--- config.mk ---
export PLATFORM = sky130hd
export DESIGN_NAME = io_port_buffer
export DESIGN_NICKNAME = d
export VERILOG_FILES = /design/src/rtl/io_port_buffer_pkg.sv /design/src/rtl/io_port_fifo.sv /design/src/rtl/io_port_buffer.sv
export SDC_FILE = /design/constraint.sdc
export NUM_CORES = 1
export LEC_CHECK = 0
export CAP_MARGIN = 10
export CORE_MARGIN = 3
export CORE_UTILIZATION = 50
export CTS_BUF_LIST = sky130_fd_sc_hd__clkbuf_2
export DETAILED_ROUTE_END_ITERATION = 12
export PLACE_DENSITY = 0.72
export SLEW_MARGIN = 20
export SYNTH_ARGS = -nofsm -noshare
export SYNTH_HDL_FRONTEND = slang
export SYNTH_HIERARCHICAL = 1
export SYNTH_SLANG_ARGS = --single-unit
--- constraint.sdc ---
create_clock -name clock -period 9.3 [get_ports clock]
set_clock_uncertainty 0.05 [all_clocks]
set_input_delay 0.93 -clock clock [delete_from_list [all_inputs] [get_ports clock]]
set_output_delay 0.93 -clock clock [all_outputs]
set_load 0.05 [all_outputs]
--- src/rtl/io_port_buffer_pkg.sv ---
// rtl/io_port_buffer_pkg.sv - shared limits and sizing rules for the I/O port buffer queues
package io_port_buffer_pkg;

    localparam int DEPTH_MIN = 4;

    function automatic int count_width(input int depth_width);
        return depth_width + 1;
    endfunction

    // Queue depth must be a power of two, at least DEPTH_MIN, with the reserve strictly inside it.
    function automatic bit depth_legal(input int depth, input int depth_width, input int reserve);
        return (depth >= DEPTH_MIN) && (depth == (1 << depth_width)) && (reserve < depth);
    endfunction

endpackage

--- src/rtl/io_port_fifo.sv ---
// rtl/io_port_fifo.sv - single-clock FIFO with combinational head and occupancy count
module io_port_fifo
    import io_port_buffer_pkg::*;
#(
    parameter int WIDTH       = 36,
    parameter int DEPTH       = 8,
    parameter int DEPTH_WIDTH = 3
) (
    input  logic                                 clock,
    input  logic                                 reset_n,
    input  logic                                 push,
    input  logic [WIDTH-1:0]                     push_data,
    input  logic                                 pop,
    output logic [WIDTH-1:0]                     head_data,
    output logic [count_width(DEPTH_WIDTH)-1:0] count,
    output logic                                 full,
    output logic                                 empty
);

    localparam int CW = count_width(DEPTH_WIDTH);
    localparam logic [CW-1:0] DEPTH_C = CW'(DEPTH);

    logic [WIDTH-1:0]       mem [DEPTH];
    logic [DEPTH_WIDTH-1:0] wr_ptr;
    logic [DEPTH_WIDTH-1:0] rd_ptr;
    logic [CW-1:0]          count_q;
    logic                   do_push;
    logic                   do_pop;

    assign full      = (count_q == DEPTH_C);
    assign empty     = (count_q == '0);
    assign do_push   = push && !full;
    assign do_pop    = pop && !empty;
    assign head_data = mem[rd_ptr];
    assign count     = count_q;

    // Storage is deliberately not reset; the count alone defines what is valid.
    always_ff @(posedge clock) begin
        if (do_push) begin
            mem[wr_ptr] <= push_data;
        end
    end

    always_ff @(posedge clock) begin
        if (!reset_n) begin
            wr_ptr  <= '0;
            rd_ptr  <= '0;
            count_q <= '0;
        end else begin
            if (do_push) begin
                wr_ptr <= wr_ptr + 1'b1;
            end
            if (do_pop) begin
                rd_ptr <= rd_ptr + 1'b1;
            end
            case ({do_push, do_pop})
                2'b10:   count_q <= count_q + 1'b1;
                2'b01:   count_q <= count_q - 1'b1;
                default: count_q <= count_q;
            endcase
        end
    end

endmodule

--- src/rtl/io_port_buffer.sv ---
// rtl/io_port_buffer.sv - read/write queue pair between external stream ports and the Datapath
module io_port_buffer
    import io_port_buffer_pkg::*;
#(
    parameter int WORD_WIDTH    = 36,
    parameter int DEPTH         = 8,
    parameter int DEPTH_WIDTH   = 3,
    parameter int WRITE_RESERVE = 6
) (
    input  logic                  clock,
    input  logic                  reset_n,
    input  logic                  in_valid,
    input  logic [WORD_WIDTH-1:0] in_data,
    output logic                  in_ready,
    input  logic                  io_rden,
    output logic [WORD_WIDTH-1:0] io_read_data,
    output logic                  io_read_EF,
    input  logic                  io_wren,
    input  logic [WORD_WIDTH-1:0] io_write_data,
    output logic                  io_write_EF,
    output logic                  out_valid,
    output logic [WORD_WIDTH-1:0] out_data,
    input  logic                  out_ready,
    output logic                  overflow
);

    localparam int CW = count_width(DEPTH_WIDTH);
    localparam logic [CW-1:0] DEPTH_C   = CW'(DEPTH);
    localparam logic [CW-1:0] RESERVE_C = CW'(WRITE_RESERVE);

    logic [WORD_WIDTH-1:0] rd_head;
    logic [CW-1:0]         rd_count;
    logic                  rd_full;
    logic                  rd_empty;
    logic [CW-1:0]         wr_count;
    logic                  wr_full;
    logic                  wr_empty;
    logic [CW-1:0]         wr_count_next;
    logic                  wr_push_ok;
    logic                  wr_pop_ok;

    io_port_fifo #(
        .WIDTH       (WORD_WIDTH),
        .DEPTH       (DEPTH),
        .DEPTH_WIDTH (DEPTH_WIDTH)
    ) u_read_fifo (
        .clock     (clock),
        .reset_n   (reset_n),
        .push      (in_valid),
        .push_data (in_data),
        .pop       (io_rden),
        .head_data (rd_head),
        .count     (rd_count),
        .full      (rd_full),
        .empty     (rd_empty)
    );

    io_port_fifo #(
        .WIDTH       (WORD_WIDTH),
        .DEPTH       (DEPTH),
        .DEPTH_WIDTH (DEPTH_WIDTH)
    ) u_write_fifo (
        .clock     (clock),
        .reset_n   (reset_n),
        .push      (io_wren),
        .push_data (io_write_data),
        .pop       (out_ready),
        .head_data (out_data),
        .count     (wr_count),
        .full      (wr_full),
        .empty     (wr_empty)
    );

    assign in_ready   = (rd_count < DEPTH_C);
    assign io_read_EF = (rd_count != '0);
    assign out_valid  = !wr_empty;

    assign wr_push_ok    = io_wren && !wr_full;
    assign wr_pop_ok     = out_ready && !wr_empty;
    assign wr_count_next = wr_count + CW'(wr_push_ok) - CW'(wr_pop_ok);

    // The write flag is registered from the next count so it lines up with the queue state.
    always_ff @(posedge clock) begin
        if (!reset_n) begin
            io_read_data <= '0;
            overflow     <= 1'b0;
            io_write_EF  <= 1'b1;
        end else begin
            if (io_rden && !rd_empty) begin
                io_read_data <= rd_head;
            end
            if ((io_rden && rd_empty) || (io_wren && wr_full)) begin
                overflow <= 1'b1;
            end
            io_write_EF <= ((DEPTH_C - wr_count_next) > RESERVE_C);
        end
    end

    logic unused_ok;
    assign unused_ok = rd_full;

endmodule

==> results <==
- After detailed routing, the number of remaining DRC violations is 0.
- The post-layout utilization of the core is 0.5895.
- The slew of the pin with the lowest slew margin is around 1.1 ns.
- Setup repair after global routing left no endpoint under its margin.
- The count of buffers added by post-CTS timing repair for setup is 0.
- The number of buffer cells added on primary ports is ~150.
- The final-report setup violation count is 0.
- After detailed routing, the average wire length per cell comes to 21.42 µm.
- The worst setup path is of the flop to output pin kind.
- The worst reg2reg path endpoint is io_read_data[30].
- After floorplanning, the core was divided into 80 placement rows.
- For this run, the number of Yosys warnings is 6.
- Summed over all nets, the half-perimeter wirelength after detailed placement is around 25,000 µm.
- A synthesized cell averages 21.23 µm².
- After synthesis the cells add up to about 25,000 µm².
- The number of hold-slack violations in the final timing report is 0.
- The initial utilization of the core area, before any placement, comes to 0.5102.
- Clock-pin slew was measured on the worst setup and hold paths at between 0.1 and 0.15 ns.
- The final design instance area without fill is 28,380 µm².
- The number of standard cells after synthesis is approximately 1,200.
- The depth of the worst register-to-register path is 5.
- The first detailed-routing pass ran for 4 iterations.
- The class of the tightest hold or removal check is primary input to flop.
- After detailed placement, the total cell area comes to approximately 27,000 µm².
- roughly 160 I/O pins were placed.
- The overall overflow remaining after global route is 0.
- TritonCTS built the clock tree.
- The critical path runs through a total of 4 cells.
- Data arrives at the worst endpoint at between 4 and 5 ns.
- The routed design has ~47,000 µm of wire.
- At the end of routability-driven placement, the weighted congestion stood at between 0.7 and 0.8.
- The remaining antenna violation count is 0.
- The number of buffers between clock root and the deepest sink is 3.
- The clock period could shrink to 5.366 ns.
- In the finished design, the share of the clock period the worst path needs comes to 0.5770.
- The count of buffering cells on the critical path with inverters included is 2.
- The total track usage is 0.1908.
- The die width is 227.6 µm.
- CTS built an H-tree with a depth of 4.
- The proportion of layout cells with a drive suffix above 1 is 0.3542.
- After clock tree synthesis, the repair step resized 0 gates.
- The number of vias after detailed routing is between 10,000 and 15,000.
- The run finished with clean final reports.
- The number of max-cap violations is 0.
- The total die area is between 50,000 and 60,000 µm².
- The initial antenna violation count is 4.
- The area of the core is 48,150 µm².
- The minimum setup slack among reg-to-reg paths is 6.49 ns.
- CTS placed an instance of clkbuf_2 at the clock tree root.
- Clock tree synthesis inserted a total of approximately 160 buffers.
- The DRC marker count from the first detailed-route iteration is 700.
- The wire length of the first global-routing pass is 73,000 µm.
- The worst hold slack is about 0.35 ns.
- The critical path goes through buf_4, mux4_2, mux2_2, clkdlybuf4s50_1.
- The worst supply voltage drop on vdd is 338.6 µV.
- The launching element type of the critical path is a flop.
- Clock tree synthesis found a total of 640 sinks.
- For this design, the CTS-stage hold fixing added 0 buffers.
- Entering global routing, the biggest net connects 73 pins.
- Summed over all failing endpoints, the final setup total negative slack is 0 ns.
- The cell family contributing the most delay on the critical path is buffers and inverters.
- In this run the power density over the cells is 265.7 nW/µm².
- The floorplan die height is ~230 µm.
- The net count after synthesis is roughly 1,200.
- The relative area change from synthesis to final layout is 15.55%.
- The number of global-route vias before repair is approximately 13,000.
- The slowest stage of the critical path belongs to the cell dfxtp_4.
- The achievable frequency is 0.1863 GHz.
- In the routed layout, each cell is associated on average with a via count of approximately 5.4.
- The required arrival time at the worst endpoint is roughly 8.3 ns.
- The highest cell delay on the worst timing path is just under 0.8 ns.
- The reported leakage power is ~0.0092 µW.
- The cell count after placement is 1,931.
- In this run the worst setup path terminates at out_data[31].
- The sort of element at the end of the critical path is an output pin.
- The count of cells in the finished layout, fillers not included, comes to roughly 2,200.
- In the final design database the tool counted roughly 1,500 nets.
- The later-pin clock latency in the skew report is roughly 1.2 ns.
- Headroom to the max-slew limit came out at 0.2704.
- In this run the worst path has a maximum fanout of 42.
- The total count of max-transition violations in the final report came to 0.
## final cells by class
cell class / count / area (µm²)
Clock buffer: 234 / 1171
Clock inverter: 44 / 289.0
Sequential cell: 640 / 18590
Inverter: 8 / 30.03
Tap cell: 656 / 820.8
Timing Repair Buffer: 178 / 1717
Fill cell: 3565 / 19760
Antenna cell: 5 / 12.51
Multi-Input combinational cell: 449 / 5752
## through the flow
| step | setup WS (ns) | power, µW |
|---|---|---|
| 6_report | 3.934 | 7541 |
| 5_1_grt | 3.501 | 7950 |
| 4_1_cts | 3.612 | 7667 |
| 3_5_place_dp | 5.056 | 5812 |
| 3_3_place_gp | 5.114 | 5768 |
| 2_1_floorplan | 4.292 | 5198 |
## registers in the layout, indices dropped and copies added (netlist names), named ones only
register             count
u_write_fifo/count       4
io_read_data            36
u_write_fifo/wr_ptr      3
u_read_fifo/rd_ptr       3
u_read_fifo/wr_ptr       3
io_write_EF              1
overflow                 1
u_read_fifo/count        4
u_read_fifo/mem        288
u_write_fifo/mem       288
u_write_fifo/rd_ptr      3
## where the power goes
group	internal (µW)	total, µW	switching [µW]
Combinational	941	2150	1210
Clock	781	1830	1050
Sequential	3390	3560	172
## routing by layer
metal / GRT usage / share of wire
met1: 0.2462 / 0.41
met2: 0.3112 / 0.50
met3: 0.05844 / 0.062
met4: 0.06802 / 0.019
met5: 0 / 0.00027
## layout by cell type, fill, tap and decap left out, types with 12 or more instances in the layout
master	n
nand2_1	83
edfxtp_1	576
clkdlybuf4s50_1	153
buf_4	24
mux4_2	144
mux2_2	74
clkbuf_2	234
ha_1	12
clkinv_1	29
dfxtp_1	58
and2_1	12
a21boi_2	30
## worst min path at each step
stage                               from                      end  slack, ns  depth (start not counted)
detailed placement      io_read_data[24]         io_read_data[24]       0.41                          2
CTS                              reset_n          io_read_data[3]       0.15                          3
floorplan           u_read_fifo/count[3]     u_read_fifo/count[3]       0.43                          2
finish                           reset_n     u_read_fifo/count[3]       0.35                          4
global route           io_write_data[12]  u_write_fifo/mem[2][12]       0.23                          1
global placement        io_read_data[13]         io_read_data[13]       0.40                          2
## worst reg2reg max path, stage by stage (launching register included)
cell	delay, ns
dfxtp_4	0.74
buf_4	0.83
mux4_2	0.61
mux2_2	0.29
nand2_1	0.13
a21boi_2	0.07
Power figures use the tool's default switching activity.
